File: config.mk
export PLATFORM = sky130hd
export DESIGN_NAME = bus_arbiter_flat
export DESIGN_NICKNAME = d
export VERILOG_FILES = /design/src/rtl/bus_arbiter_if.sv /design/src/rtl/bus_arbiter.sv /design/src/flat_wrapper.sv
export SDC_FILE = /design/constraint.sdc
export NUM_CORES = 1
export LEC_CHECK = 0
export ABC_AREA = 1
export ABC_CLOCK_PERIOD_IN_PS = 2500
export CORE_ASPECT_RATIO = 1.5
export CORE_MARGIN = 1
export CORE_UTILIZATION = 29
export CTS_CLUSTER_DIAMETER = 80
export CTS_CLUSTER_SIZE = 14
export DETAILED_ROUTE_END_ITERATION = 7
export PLACE_DENSITY = 0.48
export SLEW_MARGIN = 40
export SYNTH_ARGS = -nofsm -noshare
export SYNTH_HDL_FRONTEND = slang
export SYNTH_SLANG_ARGS = --single-unit
File: constraint.sdc
create_clock -name clk -period 2.5 [get_ports clk]
set_input_delay 0.375 -clock clk [delete_from_list [all_inputs] [get_ports clk]]
set_output_delay 0.375 -clock clk [all_outputs]
set_load 0.05 [all_outputs]
File: src/rtl/bus_arbiter_if.sv
// Bus master request/grant bundle between four bus masters and the arbiter.
// Every request and grant is active low. owner and switching are status
// outputs from the arbiter.
interface bus_arbiter_if;
  logic       m0_req_, m1_req_, m2_req_, m3_req_;
  logic       m0_grnt_, m1_grnt_, m2_grnt_, m3_grnt_;
  logic [1:0] owner;
  logic       switching;

  modport master (
    output m0_req_, m1_req_, m2_req_, m3_req_,
    input  m0_grnt_, m1_grnt_, m2_grnt_, m3_grnt_, owner, switching
  );

  modport slave (
    input  m0_req_, m1_req_, m2_req_, m3_req_,
    output m0_grnt_, m1_grnt_, m2_grnt_, m3_grnt_, owner, switching
  );
endinterface

File: src/rtl/bus_arbiter.sv
// Round-robin arbiter for four bus masters with active-low request and grant
// lines. The owner keeps the bus while it requests. Every change of owner
// passes through one cycle in which no master is granted. When HOLD_MAX is
// nonzero, an owner that keeps requesting while others wait is preempted
// after HOLD_MAX granted cycles.
module bus_arbiter #(
  parameter int HOLD_MAX = 16,
  parameter int CNT_W    = 5
) (
  input logic          clk,
  input logic          reset_,
  bus_arbiter_if.slave bus
);

  typedef enum logic {GRANT, SWITCH} state_t;

  // Last hold_cnt value at which the owner still keeps the bus
  localparam logic [CNT_W-1:0] HOLD_LIM =
    (HOLD_MAX == 0) ? '0 : CNT_W'(HOLD_MAX - 1);

  state_t           state, state_n;
  logic [1:0]       owner_q, owner_n;
  logic [CNT_W-1:0] hold_cnt, hold_cnt_n;
  logic [3:0]       grnt_q, grnt_n;
  logic             sw_q, sw_n;

  logic [3:0] req;
  logic [3:0] others;
  logic [1:0] nxt;
  logic       hold_ok;

  assign req    = ~{bus.m3_req_, bus.m2_req_, bus.m1_req_, bus.m0_req_};
  assign others = req & ~(4'b0001 << owner_q);

  assign bus.owner     = owner_q;
  assign bus.switching = sw_q;
  assign bus.m0_grnt_  = grnt_q[0];
  assign bus.m1_grnt_  = grnt_q[1];
  assign bus.m2_grnt_  = grnt_q[2];
  assign bus.m3_grnt_  = grnt_q[3];

  // Pick the first requesting non-owner in rotation order from the owner
  always_comb begin
    nxt = owner_q;
    for (int k = 3; k >= 1; k--)
      if (req[owner_q + 2'(k)]) nxt = owner_q + 2'(k);
  end

  // The owner may keep the bus if nobody waits, or if its hold budget remains
  assign hold_ok = (others == 4'b0000) || (HOLD_MAX == 0) || (hold_cnt < HOLD_LIM);

  // Choose the next state, owner and hold count, then decode the grant and status outputs
  always_comb begin
    state_n    = state;
    owner_n    = owner_q;
    hold_cnt_n = hold_cnt;
    case (state)
      GRANT: begin
        if (req[owner_q]) begin
          if (hold_ok) begin
            if (hold_cnt != '1) hold_cnt_n = hold_cnt + 1'b1;
          end else begin
            owner_n = nxt;
            state_n = SWITCH;
          end
        end else if (others != 4'b0000) begin
          owner_n = nxt;
          state_n = SWITCH;
        end else begin
          hold_cnt_n = '0;
        end
      end
      SWITCH: begin
        state_n    = GRANT;
        hold_cnt_n = '0;
      end
      default: state_n = GRANT;
    endcase
    grnt_n = (state_n == GRANT) ? ~(4'b0001 << owner_n) : 4'b1111;
    sw_n   = (state_n == SWITCH);
  end

  // State and output registers. Reset parks the bus on master 0.
  always_ff @(posedge clk) begin
    if (!reset_) begin
      state    <= GRANT;
      owner_q  <= 2'd0;
      hold_cnt <= '0;
      grnt_q   <= 4'b1110;
      sw_q     <= 1'b0;
    end else begin
      state    <= state_n;
      owner_q  <= owner_n;
      hold_cnt <= hold_cnt_n;
      grnt_q   <= grnt_n;
      sw_q     <= sw_n;
    end
  end

endmodule

File: src/flat_wrapper.sv
// flat-port wrapper written by rule: the top's interface ports become plain ports
module bus_arbiter_flat 
#(
  parameter int HOLD_MAX = 16,
  parameter int CNT_W    = 5
)
  (clk, reset_, bus_m0_req_, bus_m1_req_, bus_m2_req_, bus_m3_req_, bus_m0_grnt_, bus_m1_grnt_, bus_m2_grnt_, bus_m3_grnt_, bus_owner, bus_switching);
  bus_arbiter_if bus_i ();
  input logic clk;
  input logic reset_;
  input wire logic [$bits(bus_i.m0_req_)-1:0] bus_m0_req_;
  input wire logic [$bits(bus_i.m1_req_)-1:0] bus_m1_req_;
  input wire logic [$bits(bus_i.m2_req_)-1:0] bus_m2_req_;
  input wire logic [$bits(bus_i.m3_req_)-1:0] bus_m3_req_;
  output wire logic [$bits(bus_i.m0_grnt_)-1:0] bus_m0_grnt_;
  output wire logic [$bits(bus_i.m1_grnt_)-1:0] bus_m1_grnt_;
  output wire logic [$bits(bus_i.m2_grnt_)-1:0] bus_m2_grnt_;
  output wire logic [$bits(bus_i.m3_grnt_)-1:0] bus_m3_grnt_;
  output wire logic [$bits(bus_i.owner)-1:0] bus_owner;
  output wire logic [$bits(bus_i.switching)-1:0] bus_switching;
  assign bus_i.m0_req_ = bus_m0_req_;
  assign bus_i.m1_req_ = bus_m1_req_;
  assign bus_i.m2_req_ = bus_m2_req_;
  assign bus_i.m3_req_ = bus_m3_req_;
  assign bus_m0_grnt_ = bus_i.m0_grnt_;
  assign bus_m1_grnt_ = bus_i.m1_grnt_;
  assign bus_m2_grnt_ = bus_i.m2_grnt_;
  assign bus_m3_grnt_ = bus_i.m3_grnt_;
  assign bus_owner = bus_i.owner;
  assign bus_switching = bus_i.switching;
  bus_arbiter #(.HOLD_MAX(HOLD_MAX), .CNT_W(CNT_W)) u_core (.clk(clk), .reset_(reset_), .bus(bus_i));
endmodule
Yosys cells after proc, flatten, opt, wreduce, memory -nomap -nowiden

Cells that the tools add are included.

Bits in registers: 12
Input port bits: 6
Output and inout bits: 7
Logic and storage cells: 56

Add/subtract/negate cells: 4
Order comparisons: 5
Eq/ne operators: 4
Shift-type cells: 2
Multiplexer cells: 25
Bitwise gates (word level): 6
Reductions and logical operators: 5

Operator list:

| cell                | count |
|---|---|
| $mux 5              | 4 |
| $mux 2              | 7 |
| $lt 2x3->1 const B  | 4 |
| $not 4->4           | 3 |
| $pmux 5 s2          | 1 |
| $bmux 1 s2          | 4 |
| $mux 1              | 8 |
| $shl 1x2->4 const A | 2 |
| $ne 3x2->1 const B  | 2 |
| $add 5x1->5 const B | 1 |
| $lt 5x4->1 const B  | 1 |
| $ne 5x5->1 const B  | 1 |
| $add 2x2->2 const B | 2 |
| $and 4x4->4         | 1 |
| $logic_not 4->1     | 1 |
| $reduce_bool 4->1   | 1 |
| $ne 3x3->1 const B  | 1 |
| $reduce_and 3->1    | 1 |
| $add 2x1->2 const B | 1 |
| $not 1->1           | 2 |
| $pmux 1 s2          | 1 |
| $reduce_or 2->1     | 1 |
| $logic_or 1x1->1    | 1 |

Logic depth before layout (Yosys ltp)

Gate-level depths: netlist (run 1).

Word-level depth: 12
Gate-level depth with buffers: 12
Depth with buffers taken out: 12

Worst setup path after synthesis (run 1)

Ideal clock, no wire load.

Path type: register to register
Start point: register u_core.owner_q[0] (netlist: u_core.bus.owner[0])
End point: register u_core.grnt_q[0]
Setup time: 0.117 ns
Arrival time: 2.018 ns
Data required time: 2.383 ns
Path slack: 0.365 ns
Stages on the path, launching flop included: 13
Path buffers: 0
Clock period less this slack: 2.135 ns
Path through: dfxtp_1 inv_2 ha_1 inv_1 nand3_1 nand2_1 nand2_1 nand2_1 nand2_1 nand3_1 nand3_1 nand3_1 nand2_1

Word-level cells in the longest chain between the ends: 12
Elaborated cells between the ends (all ways): 31
Those cells by class: 3 x add/sub; 2 x shift; 20 x mux; 3 x bitwise; 3 x reduce/logical

RTL lines:

| element                          | RTL line                             | RTL |
|---|---|---|
| start, declared                  | bus_arbiter.sv:22                    | `logic [1:0] owner_q, owner_n;` |
| start signal, assigned           | bus_arbiter.sv:93                    | `owner_q <= owner_n;` |
| $add 2x2->2                      | bus_arbiter.sv:46                    | `if (req[owner_q + 2'(k)]) nxt = owner_q + 2'(k);` |
| $bmux 1 s2                       | bus_arbiter.sv:46                    |  |
| $mux 1 (not written as such)     | bus_arbiter.sv:46                    |  |
| $mux 2 (3 in series)             | bus_arbiter.sv:46                    |  |
| $mux 2, on equally long branches | bus_arbiter.sv:66, bus_arbiter.sv:60 |  |
| $mux 2                           | bus_arbiter.sv:59                    | `if (req[owner_q]) begin` |
| $mux 2                           | bus_arbiter.sv:57                    | `case (state)` |
| $shl 1x2->4                      | bus_arbiter.sv:79                    | `grnt_n = (state_n == GRANT) ? ~(4'b0001 << owner_n) : 4'b1111;` |
| $not 4->4                        | bus_arbiter.sv:79                    |  |
| $mux 1 (*)                       | bus_arbiter.sv:79                    |  |
| end signal, assigned             | bus_arbiter.sv:95                    | `grnt_q <= grnt_n;` |
| end, declared                    | bus_arbiter.sv:24                    | `logic [3:0] grnt_q, grnt_n;` |

Mark *: on every way between the ends. The rest lies on a longest branch, timed or not. The select of a mux whose other input is x is not followed.
A chain may end at the register's enable or synchronous reset.

Worst setup path after layout (run 1)

Start point: register u_core.owner_q[1] (netlist: u_core.bus.owner[1])
End point: output bus_owner[1]

RTL lines:

| element       | RTL line           | RTL |
|---|---|---|
| end, declared | flat_wrapper.sv:19 | `output wire logic [$bits(bus_i.owner)-1:0] bus_owner;` |

No word-level cell between the ends.

==> impl_metrics.prom, run 1 <==
# TYPE chip_impl_metric gauge
chip_impl_metric{name="finalSetupViolations",unit=""} 0
chip_impl_metric{name="fillerInstances",unit=""} 290
chip_impl_metric{name="synth_async_sr_flop_share",unit=""} 0
chip_impl_metric{name="yosys.area_share.simple",unit=""} 0.462
chip_impl_metric{name="area.sequential",unit="um2"} 240
chip_impl_metric{name="number_of_enable_flip_flop_cells_after_synthesis",unit=""} 0
chip_impl_info{name="worst-setup-path-type",value="register to output pin"} 1
chip_impl_metric{name="drv_slew",unit=""} 0
chip_impl_metric{name="synthDistinctLibCells",unit=""} 19
chip_impl_metric{name="clock_tree.htree_level_count",unit=""} 1
chip_impl_metric{name="drt-initial-drc-count",unit=""} 19
chip_impl_info{name="cts_root_buf",value="clkbuf_8"} 1
chip_impl_metric{name="p_leak",unit="uW"} 0.000486
chip_impl_info{name="synth_top_flop_cell",value="dfxtp_1"} 1
chip_impl_metric{name="yosys_warnings",unit=""} 0
chip_impl_metric{name="layout-drive-gt1-share",unit=""} 0.180
chip_impl_info{name="unrepaired_setup_endpoints_after_global_routing",value="false"} 1
chip_impl_info{name="tritoncts",value="yes"} 1
chip_impl_info{name="crit_path_start_kind",value="register"} 1
chip_impl_metric{name="post-route-cell-area",unit="um2"} 1050
chip_impl_metric{name="antenna_violations_before_repair",unit=""} 0
chip_impl_metric{name="synth_xor_area_frac",unit=""} 0.0107
chip_impl_metric{name="wl",unit="um"} 1800
chip_impl_metric{name="fin_tns_setup",unit="ns"} 0
chip_impl_metric{name="routed_length_per_instance",unit="um"} 10.2
chip_impl_metric{name="adder_cell_area_share_of_the_yosys_netlist",unit=""} 0.0917
chip_impl_metric{name="num_vias",unit=""} 789
chip_impl_metric{name="ioPinCount",unit=""} 13
chip_impl_metric{name="nNetsFinal",unit=""} 152
chip_impl_metric{name="worstRegToRegCells",unit=""} 12
chip_impl_metric{name="p_switching",unit="uW"} 789
chip_impl_metric{name="max-clock-path-buffers",unit=""} 2
chip_impl_metric{name="detail_route.drc_violations",unit=""} 0
chip_impl_metric{name="design.die.area",unit="um2"} 3040
chip_impl_metric{name="antennaDiodeCount",unit=""} 0
chip_impl_metric{name="grt_start_max_net_pins",unit=""} 10
chip_impl_metric{name="ff2ff_setup_slack",unit="ns"} 0.69
chip_impl_metric{name="number_of_global_route_vias_before_repair",unit=""} 737
chip_impl_metric{name="detail_route.vias_per_cell",unit=""} 4.48
chip_impl_metric{name="worst-slew-pin-transition",unit="ns"} 0.493
chip_impl_metric{name="cell_internal_pwr",unit="uW"} 730
chip_impl_info{name="worstReg2RegEnd",value="u_core.grnt_q[0]$_SDFF_PN0_"} 1
chip_impl_metric{name="p_seq_frac",unit=""} 0.204
chip_impl_metric{name="final_hold_viol_count",unit=""} 0
chip_impl_info{name="status",value="completed"} 1
chip_impl_metric{name="timing.critical_path.arrival",unit="ns"} 1.64
chip_impl_metric{name="power_density",unit="nW/um2"} 1440
chip_impl_metric{name="final.min_clock_period",unit="ns"} 2.02
chip_impl_metric{name="irDropWorstVdd",unit="mV"} 0.638
chip_impl_metric{name="synth.area.mux_share",unit=""} 0
chip_impl_info{name="endpoint",value="bus_owner[1]"} 1
chip_impl_metric{name="clk_latency",unit="ns"} 0.24
chip_impl_metric{name="io_buffer_count",unit=""} 12
chip_impl_metric{name="fp.dieW",unit="um"} 45.4
chip_impl_metric{name="coreArea",unit="um2"} 2680
chip_impl_info{name="r2r-start",value="u_core.bus.owner[1]$_SDFF_PN0_"} 1
chip_impl_metric{name="hpwlAfterDp",unit="um"} 1480
chip_impl_metric{name="netSwitchingFraction",unit=""} 0.519
chip_impl_metric{name="layout_skew",unit="ns"} 0.00427
chip_impl_metric{name="path_max_fanout",unit=""} 5
chip_impl_info{name="critPathCaptureType",value="output pin"} 1
chip_impl_metric{name="detailed_place.area",unit="um2"} 1000
chip_impl_metric{name="synth_compound_area_frac",unit=""} 0.0765
chip_impl_metric{name="gr_usage_total",unit=""} 0.146
chip_impl_metric{name="antenna_left",unit=""} 0
chip_impl_metric{name="postSynthAreaPerCell",unit="um2"} 6.76
chip_impl_metric{name="grt_first_pass_wirelength",unit="um"} 3130
chip_impl_metric{name="synthesis.area",unit="um2"} 818
chip_impl_info{name="hp_class",value="register to register"} 1
chip_impl_metric{name="area_delta_synth_final",unit="%"} 28.9
chip_impl_metric{name="cts_made_buffers",unit=""} 3
chip_impl_metric{name="clk_pin_slew",unit="ns"} 0.06
chip_impl_metric{name="cp_data_required_time",unit="ns"} 2.12
chip_impl_metric{name="drtPass1Iterations",unit=""} 4
chip_impl_metric{name="p_comb_frac",unit=""} 0.656
chip_impl_metric{name="clock.fmax",unit="MHz"} 496
chip_impl_info{name="crit_start",value="u_core.bus.owner[1]$_SDFF_PN0_"} 1
chip_impl_metric{name="floorplan.initialDensity",unit=""} 0.306
chip_impl_metric{name="postSynthNetCount",unit=""} 133
chip_impl_metric{name="die-height",unit="um"} 67.1
chip_impl_metric{name="yosysSeqAreaShare",unit=""} 0.294
chip_impl_metric{name="total_number_of_clock_tree_sinks",unit=""} 12
chip_impl_metric{name="cts-hold-fix-buffers",unit=""} 0
chip_impl_metric{name="cts.repair.resized",unit=""} 0
chip_impl_metric{name="share_of_total_power_in_the_clock_network",unit=""} 0.141
chip_impl_metric{name="maxCapViolCount",unit=""} 0
chip_impl_metric{name="overflow_left_after_global_routing",unit=""} 0
chip_impl_metric{name="std_cell_rows",unit=""} 23
chip_impl_metric{name="post_cts.repair.setup_buffers",unit=""} 0
chip_impl_metric{name="routabilityCongestion",unit=""} 0.767
chip_impl_info{name="dominant_combinational_cell_family_by_area_after_synthesis",value="simple AND/OR/NAND/NOR gates"} 1
chip_impl_metric{name="netlist_instances",unit=""} 121
chip_impl_metric{name="post-route-period-util",unit=""} 0.806
chip_impl_metric{name="multiInputGateArea",unit="um2"} 524
chip_impl_metric{name="worst_slew_margin_rel",unit=""} 0.670
chip_impl_metric{name="synth_seq_cells",unit=""} 12
==> layout make-up <==
cell class | count | area share
Timing Repair Buffer | 14 | 0.128
Clock buffer | 4 | 0.0522
Multi-Input combinational cell | 95 | 0.497
Inverter | 14 | 0.0510
Tap cell | 37 | 0.0439
Sequential cell | 12 | 0.228
==> power groups by stage <==
| stage | Sequential [uW] | Clock (uW) | Combinational (uW) |
|---|---|---|---|
| after floorplan | 475 | 0 | 595 |
| after global routing | 317 | 228 | 1130 |
| final | 309 | 214 | 996 |
| after detailed placement | 315 | 0 | 1010 |
| after CTS | 311 | 219 | 1010 |
| after global placement | 313 | 0 | 1010 |
==> cell families after synthesis <==
logic type / count (synthesis)
xor gates and xnor gates: 1
and+or+nand+nor: 77
adders and majority gates: 6
AOI/OAI and AO/OA: 11
buffers and inverters: 14
DFF: 12
==> placed cells by master (no fill, tap or decap), types with 4 or more instances in the layout <==
master / synthesis / routed
clkdlybuf4s50_1: 0 / 12
nor2_1: 18 / 18
nand2_2: 6 / 6
inv_1: 9 / 9
inv_2: 4 / 4
o21ai_1: 4 / 4
nand2_1: 26 / 26
nand3_1: 17 / 17
ha_1: 6 / 6
dfxtp_1: 12 / 12
nand2_4: 5 / 5
clkbuf_8: 0 / 4
==> flip-flops by register name, indices dropped and copies added, names as in the netlist <==
register / cells
u_core.state: 1
u_core.hold_cnt: 5
u_core.bus.owner: 2
u_core.grnt_q: 4
==> per-layer routing <==
| layer | vias up | routed length (um) | track usage |
|---|---|---|---|
| met4 | 0 | 50 | 0.0909 |
| met5 | - | 0 | 0 |
| met3 | 5 | 42 | 0.0163 |
| li1 | 426 | - | - |
| met2 | 10 | 926 | 0.254 |
| met1 | 348 | 780 | 0.161 |
==> worst min path at each step <==
| stage | startpoint | end | cells past startpoint |
|---|---|---|---|
| CTS | u_core.hold_cnt[4]$_SDFFE_PN0P_ | u_core.hold_cnt[4]$_SDFFE_PN0P_ | 2 |
| finish | u_core.hold_cnt[1]$_SDFFE_PN0P_ | u_core.hold_cnt[1]$_SDFFE_PN0P_ | 2 |
| global placement | u_core.hold_cnt[4]$_SDFFE_PN0P_ | u_core.hold_cnt[4]$_SDFFE_PN0P_ | 2 |
| floorplan | u_core.hold_cnt[1]$_SDFFE_PN0P_ | u_core.hold_cnt[1]$_SDFFE_PN0P_ | 2 |
| detailed placement | u_core.hold_cnt[4]$_SDFFE_PN0P_ | u_core.hold_cnt[4]$_SDFFE_PN0P_ | 2 |
| global route | u_core.hold_cnt[1]$_SDFFE_PN0P_ | u_core.hold_cnt[1]$_SDFFE_PN0P_ | 2 |
==> stage by stage <==
step	setup WS [ns]	hold WS (ns)	instances	util	power [uW]
final	0.484	0.491	176	0.394	1520
after global routing	0.438	0.531	176	0.394	1670
after CTS	0.462	0.492	176	0.394	1540
after detailed placement	0.505	0.484	172	0.374	1320
after global placement	0.497	0.481	172	0.374	1320
after floorplan	0.365	0.461	121	-	1070
==> critical path, cell delays in order, from the launching register on <==
cell and delay [ns]:
dfxtp_1 0.42, buf_4 0.18, clkdlybuf4s50_1 0.80
==> Yosys cell counts, types with 2 or more instances <==
library cell / number / share of area
nor3_1: 2 / 0.012
nand4_1: 2 / 0.015
nand2_4: 5 / 0.069
nand2_2: 6 / 0.046
dfxtp_1: 12 / 0.29
nand2_1: 26 / 0.12
nand3_1: 17 / 0.10
inv_2: 4 / 0.018
nor2_1: 18 / 0.083
o21ai_1: 4 / 0.024
inv_1: 9 / 0.041
a21oi_1: 3 / 0.018
ha_1: 6 / 0.092
o21ai_0: 2 / 0.012
Note: power is estimated with default switching activity, not from simulation.
==> run 2: changes to the inputs <==
- ABC_CLOCK_PERIOD_IN_PS: 2500 -> 1700
- PLACE_DENSITY: 0.48 -> 0.5
- clock period: 2.5 -> 1.7 ns (I/O delays scaled with it)
==> impl_metrics.prom, run 2 (synthesized netlist as in run 1, its figures left out) <==
# TYPE chip_impl_metric gauge
chip_impl_metric{name="layout-drive-gt1-share",unit=""} 0.373
chip_impl_metric{name="irDropWorstVdd",unit="mV"} 0.982
chip_impl_info{name="r2r-start",value="u_core.bus.owner[0]$_SDFF_PN0_"} 1
chip_impl_metric{name="clk_pin_slew",unit="ns"} 0.05
chip_impl_metric{name="p_switching",unit="uW"} 1340
chip_impl_metric{name="clock_tree.htree_level_count",unit=""} 1
chip_impl_metric{name="overflow_left_after_global_routing",unit=""} 0
chip_impl_metric{name="hpwlAfterDp",unit="um"} 1630
chip_impl_metric{name="max-clock-path-buffers",unit=""} 2
chip_impl_metric{name="area_delta_synth_final",unit="%"} 47.9
chip_impl_info{name="crit_start",value="u_core.bus.owner[0]$_SDFF_PN0_"} 1
chip_impl_metric{name="worst-slew-pin-transition",unit="ns"} 0.490
chip_impl_metric{name="p_comb_frac",unit=""} 0.719
chip_impl_metric{name="detail_route.drc_violations",unit=""} 0
chip_impl_metric{name="clk_latency",unit="ns"} 0.24
chip_impl_info{name="max_flop_register",value="u_core.hold_cnt"} 1
chip_impl_metric{name="total_number_of_clock_tree_sinks",unit=""} 12
chip_impl_metric{name="nNetsFinal",unit=""} 164
chip_impl_info{name="crit_path_start_kind",value="register"} 1
chip_impl_metric{name="share_of_total_power_in_the_clock_network",unit=""} 0.094
chip_impl_info{name="cts_root_buf",value="clkbuf_8"} 1
chip_impl_metric{name="layout_skew",unit="ns"} 0.00379
chip_impl_metric{name="p_seq_frac",unit=""} 0.187
chip_impl_metric{name="fp.dieW",unit="um"} 45.4
chip_impl_metric{name="antennaDiodeCount",unit=""} 0
chip_impl_metric{name="cts-hold-fix-buffers",unit=""} 0
chip_impl_metric{name="drtPass1Iterations",unit=""} 4
chip_impl_metric{name="routabilityCongestion",unit=""} 0.751
chip_impl_metric{name="cp_data_required_time",unit="ns"} 1.81
chip_impl_metric{name="largest_register_ffs",unit=""} 5
chip_impl_metric{name="cell_internal_pwr",unit="uW"} 1300
chip_impl_metric{name="routed_length_per_instance",unit="um"} 11.0
chip_impl_metric{name="floorplan.initialDensity",unit=""} 0.306
chip_impl_metric{name="post-route-period-util",unit=""} 0.946
chip_impl_metric{name="netSwitchingFraction",unit=""} 0.508
chip_impl_metric{name="drv_slew",unit=""} 0
chip_impl_metric{name="io_buffer_count",unit=""} 12
chip_impl_metric{name="design.die.area",unit="um2"} 3040
chip_impl_metric{name="std_cell_rows",unit=""} 23
chip_impl_metric{name="num_vias",unit=""} 848
chip_impl_metric{name="grt_start_max_net_pins",unit=""} 7
chip_impl_metric{name="p_leak",unit="uW"} 0.000565
chip_impl_metric{name="path_max_fanout",unit=""} 5
chip_impl_metric{name="coreArea",unit="um2"} 2680
chip_impl_metric{name="gr_usage_total",unit=""} 0.157
chip_impl_info{name="critPathCaptureType",value="register"} 1
chip_impl_metric{name="finalHoldWorstSlack",unit="ns"} 0.496
chip_impl_info{name="most-common-layout-cells",value="25 x nand2_1, 18 x buf_4, 17 x nor2_1"} 1
chip_impl_metric{name="finalSetupViolations",unit=""} 0
chip_impl_info{name="worst-setup-path-type",value="register to register"} 1
chip_impl_metric{name="clock.fmax",unit="MHz"} 622
chip_impl_metric{name="die-height",unit="um"} 67.1
chip_impl_metric{name="power_density",unit="nW/um2"} 2180
chip_impl_metric{name="ioPinCount",unit=""} 13
chip_impl_info{name="unrepaired_setup_endpoints_after_global_routing",value="true"} 1
chip_impl_metric{name="utilization",unit=""} 0.452
chip_impl_metric{name="antenna_violations_before_repair",unit=""} 0
chip_impl_metric{name="detail_route.vias_per_cell",unit=""} 4.53
chip_impl_metric{name="placed_cells_incl_taps",unit=""} 183
chip_impl_metric{name="fin_tns_setup",unit="ns"} 0
chip_impl_info{name="final_common_cell",value="nand2_1"} 1
chip_impl_metric{name="worst_slew_margin_rel",unit=""} 0.672
chip_impl_metric{name="antenna_left",unit=""} 0
chip_impl_metric{name="timing.critical_path.arrival",unit="ns"} 1.72
chip_impl_metric{name="total_power",unit="uW"} 2640
chip_impl_metric{name="final.min_clock_period",unit="ns"} 1.61
chip_impl_info{name="tritoncts",value="yes"} 1
chip_impl_metric{name="drt-initial-drc-count",unit=""} 14
chip_impl_metric{name="cts_made_buffers",unit=""} 3
chip_impl_metric{name="grt_first_pass_wirelength",unit="um"} 3400
chip_impl_info{name="status",value="completed"} 1
chip_impl_metric{name="finish.cell_count_without_fillers",unit=""} 187
chip_impl_metric{name="maxCapViolCount",unit=""} 0
chip_impl_info{name="hp_class",value="register to register"} 1
chip_impl_metric{name="number_of_global_route_vias_before_repair",unit=""} 832
chip_impl_info{name="min_delay_src",value="u_core.hold_cnt[1]$_SDFFE_PN0P_"} 1
chip_impl_metric{name="final_hold_viol_count",unit=""} 0
chip_impl_metric{name="wl",unit="um"} 2050
[run 2: per-layer routing]
metal / routed length [um] / up-vias / global-route usage / share of wire
met1: 786 / 379 / 0.151 / 0.38
met4: 40 / 0 / 0.0795 / 0.020
met3: 54 / 5 / 0.0190 / 0.026
li1: - / 452 / - / -
met5: 0 / - / 0 / 0
met2: 1170 / 12 / 0.304 / 0.57
[run 2: layout make-up]
| class | count | area (um2) |
|---|---|---|
| Clock buffer | 3 | 41.3 |
| Inverter | 14 | 57.6 |
| Fill cell | 297 | 1470 |
| Sequential cell | 12 | 248 |
| Multi-Input combinational cell | 95 | 601 |
| Timing Repair Buffer | 26 | 216 |
| Tap cell | 37 | 46.3 |
[run 2: through the flow]
step	instance area (um2)	setup WS, ns
2_1_floorplan	828	0.00116
3_3_place_gp	1080	-0.188
3_5_place_dp	1080	-0.208
4_1_cts	1150	0.0397
5_1_grt	1210	-0.0398
6_report	1210	0.0913
[run 2: worst paths after layout]
path / endpoint / slack (ns) / cells after the start
setup / recovery: u_core.grnt_q[1]$_SDFF_PP1_ / 0.09 / 12
hold / removal: u_core.hold_cnt[1]$_SDFFE_PN0P_ / 0.50 / 2
setup reg to reg: u_core.grnt_q[1]$_SDFF_PP1_ / 0.09 / 12
hold reg to reg: u_core.hold_cnt[1]$_SDFFE_PN0P_ / 0.50 / 2
[run 2: critical path, cell delays in order (launching register included)]
cell     delay, ns
dfxtp_4       0.39
inv_4         0.06
ha_1          0.19
nor2_1        0.08
nor2_1        0.06
nand2_2       0.11
o21ai_4       0.09
nand2_4       0.09
nand2_4       0.07
nand2_2       0.11
inv_2         0.03
nor2_1        0.12
nand4_1       0.09
[run 2: power by group through the flow]
stage	combinational, uW	clock, uW	sequential, uW
final	1900	249	492
after global routing	2110	273	505
after CTS	1700	260	492
after detailed placement	1640	0	497
after global placement	1630	0	495
after floorplan	879	0	719
[run 2: repair_timing]
| action | CTS | global route |
|---|---|---|
| gates cloned | 0 | 0 |
| buffers inserted | 0 | 1 |
| resized for setup | 4 | 13 |
| setup endpoints to repair | 4 | 9 |
| pin swaps | 0 | 11 |
==> run 3: changes to the inputs <==
- ABC_AREA: 1 -> unset
- PLACE_DENSITY: 0.5 -> 0.51
==> impl_metrics.prom, run 3 <==
# TYPE chip_impl_metric gauge
chip_impl_info{name="cp_top_family",value="multiplexers"} 1
chip_impl_metric{name="coreArea",unit="um2"} 2450
chip_impl_metric{name="detail_route.vias_per_cell",unit=""} 5.48
chip_impl_info{name="synth_top_flop_cell",value="dfxtp_1"} 1
chip_impl_info{name="failed_checks",value="setup timing"} 1
chip_impl_metric{name="drt-initial-drc-count",unit=""} 4
chip_impl_metric{name="post_cts.repair.setup_buffers",unit=""} 0
chip_impl_metric{name="clk_pin_slew",unit="ns"} 0.07
chip_impl_metric{name="multiInputGateArea",unit="um2"} 503
chip_impl_metric{name="total_number_of_clock_tree_sinks",unit=""} 12
chip_impl_metric{name="antenna_violations_before_repair",unit=""} 0
chip_impl_metric{name="timing.critical_path.arrival",unit="ns"} 1.90
chip_impl_metric{name="finish.cell_count_without_fillers",unit=""} 132
chip_impl_metric{name="nNetsFinal",unit=""} 121
chip_impl_metric{name="antennaDiodeCount",unit=""} 0
chip_impl_metric{name="finalSetupViolations",unit=""} 2
chip_impl_metric{name="grt_first_pass_wirelength",unit="um"} 3070
chip_impl_metric{name="placed_cells_incl_taps",unit=""} 128
chip_impl_metric{name="postSynthAreaPerCell",unit="um2"} 9.40
chip_impl_metric{name="yosys_warnings",unit=""} 0
chip_impl_info{name="status",value="complete, but fails checks"} 1
chip_impl_info{name="min_delay_src",value="bus_m3_req_"} 1
chip_impl_metric{name="worstRegToRegCells",unit=""} 4
chip_impl_metric{name="gr_usage_total",unit=""} 0.147
chip_impl_metric{name="final_hold_viol_count",unit=""} 0
chip_impl_metric{name="synthesis.area",unit="um2"} 752
chip_impl_metric{name="grt_start_max_net_pins",unit=""} 9
chip_impl_info{name="yosysTopAreaCell",value="dfxtp_1"} 1
chip_impl_info{name="tritoncts",value="yes"} 1
chip_impl_metric{name="die-height",unit="um"} 64.4
chip_impl_metric{name="irDropWorstVdd",unit="mV"} 0.869
chip_impl_metric{name="yosysSeqAreaShare",unit=""} 0.319
chip_impl_info{name="worst-setup-path-type",value="register to register"} 1
chip_impl_metric{name="fillerInstances",unit=""} 244
chip_impl_metric{name="path_max_fanout",unit=""} 4
chip_impl_metric{name="dpl_worst_slack",unit="ns"} -0.322
chip_impl_metric{name="largest_register_ffs",unit=""} 5
chip_impl_metric{name="drtPass1Iterations",unit=""} 4
chip_impl_metric{name="std_cell_rows",unit=""} 22
chip_impl_metric{name="cp_data_required_time",unit="ns"} 1.87
chip_impl_metric{name="critPathBufInv",unit=""} 0
chip_impl_metric{name="worst_slew_margin_rel",unit=""} 0.815
chip_impl_info{name="cts_root_buf",value="clkbuf_4"} 1
chip_impl_metric{name="netlist_instances",unit=""} 80
chip_impl_info{name="hp_class",value="input pin to register"} 1
chip_impl_info{name="worst_hold_path.endpoint",value="u_core.bus.owner[0]$_SDFF_PN0_"} 1
chip_impl_metric{name="cts_made_buffers",unit=""} 3
chip_impl_metric{name="num_vias",unit=""} 724
chip_impl_info{name="worstReg2RegEnd",value="u_core.hold_cnt[0]$_SDFFE_PN0P_"} 1
chip_impl_metric{name="power_density",unit="nW/um2"} 1550
chip_impl_metric{name="design.die.area",unit="um2"} 2800
chip_impl_metric{name="post-route-period-util",unit=""} 1.02
chip_impl_info{name="final_common_cell",value="buf_4"} 1
chip_impl_metric{name="antenna_left",unit=""} 0
chip_impl_metric{name="min_delay_path_depth",unit=""} 4
chip_impl_metric{name="ioPinCount",unit=""} 13
chip_impl_metric{name="drv_slew",unit=""} 0
chip_impl_metric{name="clock_tree.htree_level_count",unit=""} 1
chip_impl_metric{name="layout-drive-gt1-share",unit=""} 0.389
chip_impl_info{name="r2r-start",value="u_core.bus.owner[1]$_SDFF_PN0_"} 1
chip_impl_metric{name="routed_length_per_instance",unit="um"} 14.0
chip_impl_metric{name="fp.dieW",unit="um"} 43.6
chip_impl_metric{name="floorplan.initialDensity",unit=""} 0.307
chip_impl_metric{name="detail_route.drc_violations",unit=""} 0
chip_impl_metric{name="clock.fmax",unit="MHz"} 578
chip_impl_info{name="netlist_top_cells_count",value="12 x dfxtp_1, 11 x o21ai_0, 6 x ha_1"} 1
chip_impl_info{name="crit_path_start_kind",value="register"} 1
chip_impl_metric{name="max-clock-path-buffers",unit=""} 2
chip_impl_info{name="critPathCaptureType",value="register"} 1
chip_impl_metric{name="clk_latency",unit="ns"} 0.27
chip_impl_info{name="yosys-top-cells-area",value="dfxtp_1 32%, ha_1 10%, o21ai_0 7.3%, nand3_1 3.3%, nor2b_1 3.3%"} 1
chip_impl_metric{name="yosys.area.top_type_share",unit=""} 0.319
chip_impl_info{name="slowest_cell_on_the_critical_path",value="mux4_2"} 1
chip_impl_info{name="crit_chain",value="mux4_2 -> o221a_4 -> a21o_1 -> mux2_4"} 1
chip_impl_metric{name="utilization",unit=""} 0.424
chip_impl_metric{name="maxCapViolCount",unit=""} 0
chip_impl_metric{name="number_of_enable_flip_flop_cells_after_synthesis",unit=""} 0
chip_impl_metric{name="postSynthNetCount",unit=""} 92
chip_impl_info{name="yosysMostFrequentCell",value="dfxtp_1"} 1
chip_impl_metric{name="critical-path-max-stage-delay",unit="ns"} 0.54
chip_impl_info{name="unrepaired_setup_endpoints_after_global_routing",value="true"} 1
chip_impl_metric{name="finalWorstSetupSlack",unit="ns"} -0.0300
chip_impl_metric{name="hpwlAfterDp",unit="um"} 1480
chip_impl_metric{name="overflow_left_after_global_routing",unit=""} 0
chip_impl_metric{name="worst-slew-pin-transition",unit="ns"} 0.275
chip_impl_metric{name="number_of_global_route_vias_before_repair",unit=""} 709
chip_impl_metric{name="routabilityCongestion",unit=""} 0.753
chip_impl_metric{name="layout_skew",unit="ns"} 0.00470
chip_impl_metric{name="final.min_clock_period",unit="ns"} 1.73
chip_impl_metric{name="synth_async_sr_flop_share",unit=""} 0
chip_impl_metric{name="synth_seq_cells",unit=""} 12
chip_impl_metric{name="ff2ff_setup_slack",unit="ns"} -0.03
chip_impl_metric{name="p_leak",unit="uW"} 0.000469
chip_impl_metric{name="finalHoldWorstSlack",unit="ns"} 0.481
chip_impl_metric{name="area_delta_synth_final",unit="%"} 38.3
chip_impl_metric{name="io_buffer_count",unit=""} 12
chip_impl_info{name="most-common-layout-cells",value="22 x buf_4, 10 x dfxtp_1, 7 x o21ai_0"} 1
chip_impl_metric{name="area.sequential",unit="um2"} 248
chip_impl_metric{name="synthDistinctLibCells",unit=""} 34
chip_impl_info{name="max_flop_register",value="u_core.hold_cnt"} 1
chip_impl_metric{name="wl",unit="um"} 1850
## run 3: worst max path at each step
stage               cells past startpoint  slack (ns)                         endpoint                      startpoint
floorplan                               4       -0.14  u_core.hold_cnt[0]$_SDFFE_PN0P_  u_core.bus.owner[1]$_SDFF_PN0_
global placement                        5       -0.30  u_core.hold_cnt[0]$_SDFFE_PN0P_                     bus_m3_req_
detailed placement                      5       -0.32  u_core.hold_cnt[0]$_SDFFE_PN0P_                     bus_m3_req_
CTS                                     4       -0.04  u_core.hold_cnt[0]$_SDFFE_PN0P_  u_core.bus.owner[1]$_SDFF_PN0_
global route                            4        -0.1  u_core.hold_cnt[0]$_SDFFE_PN0P_  u_core.bus.owner[1]$_SDFF_PN0_
finish                                  4       -0.03  u_core.hold_cnt[0]$_SDFFE_PN0P_  u_core.bus.owner[1]$_SDFF_PN0_
## run 3: metal layers
layer	track usage	wire length [um]	vias to the layer above
met3	0.0169	27	6
met1	0.136	691	346
met4	0.0938	55	0
met2	0.284	1070	15
met5	0	0	-
li1	-	-	357
## run 3: layout make-up
cell class | count | share of cell area
timing repair buffer | 27 | 0.209
sequential | 12 | 0.238
tap | 24 | 0.0289
multi-input combinational | 61 | 0.484
clock buffer | 3 | 0.0217
inverter | 4 | 0.0144
clock inverter | 1 | 0.00361
## run 3: metrics by stage
step / setup TNS, ns / power [uW] / cell area, um2
after CTS: -0.0411 / 1620 / 1030
after floorplan: -0.528 / 1090 / 782
after detailed placement: -2.75 / 1430 / 1000
final: -0.0312 / 1610 / 1040
after global routing: -0.262 / 1710 / 1040
after global placement: -2.62 / 1420 / 1000
## run 3: report_power, final
part / switching [uW] / internal [uW] / leakage (uW)
Clock: 91.4 / 85.0 / 0.0000154
Combinational: 547 / 448 / 0.000354
Sequential: 70.2 / 367 / 0.0000995
Total: 709 / 900 / 0.000469
## run 3: timing repair
item,in CTS,in global routing
setup endpoints to repair,3,6
hold buffers,0,0
resized for setup,1,7
pin swaps,0,1
## run 3: worst min-delay path: stages
cell            delay [ns]
dlymetal6s2s_1        0.10
buf_4                 0.15
nand3b_1              0.13
a31oi_1               0.08
## run 3: logic make-up (layout without fill, tap and decap cells)
group                      Yosys count  in the layout  synth area share
AOI/OAI and AO/OA                   26             26             0.248
adders and majority gates            6              6            0.0998
buffers and inverters                7             35            0.0449
DFF                                 12             12             0.319
muxes                                5              5            0.0915
and+or+nand+nor                     24             24             0.196
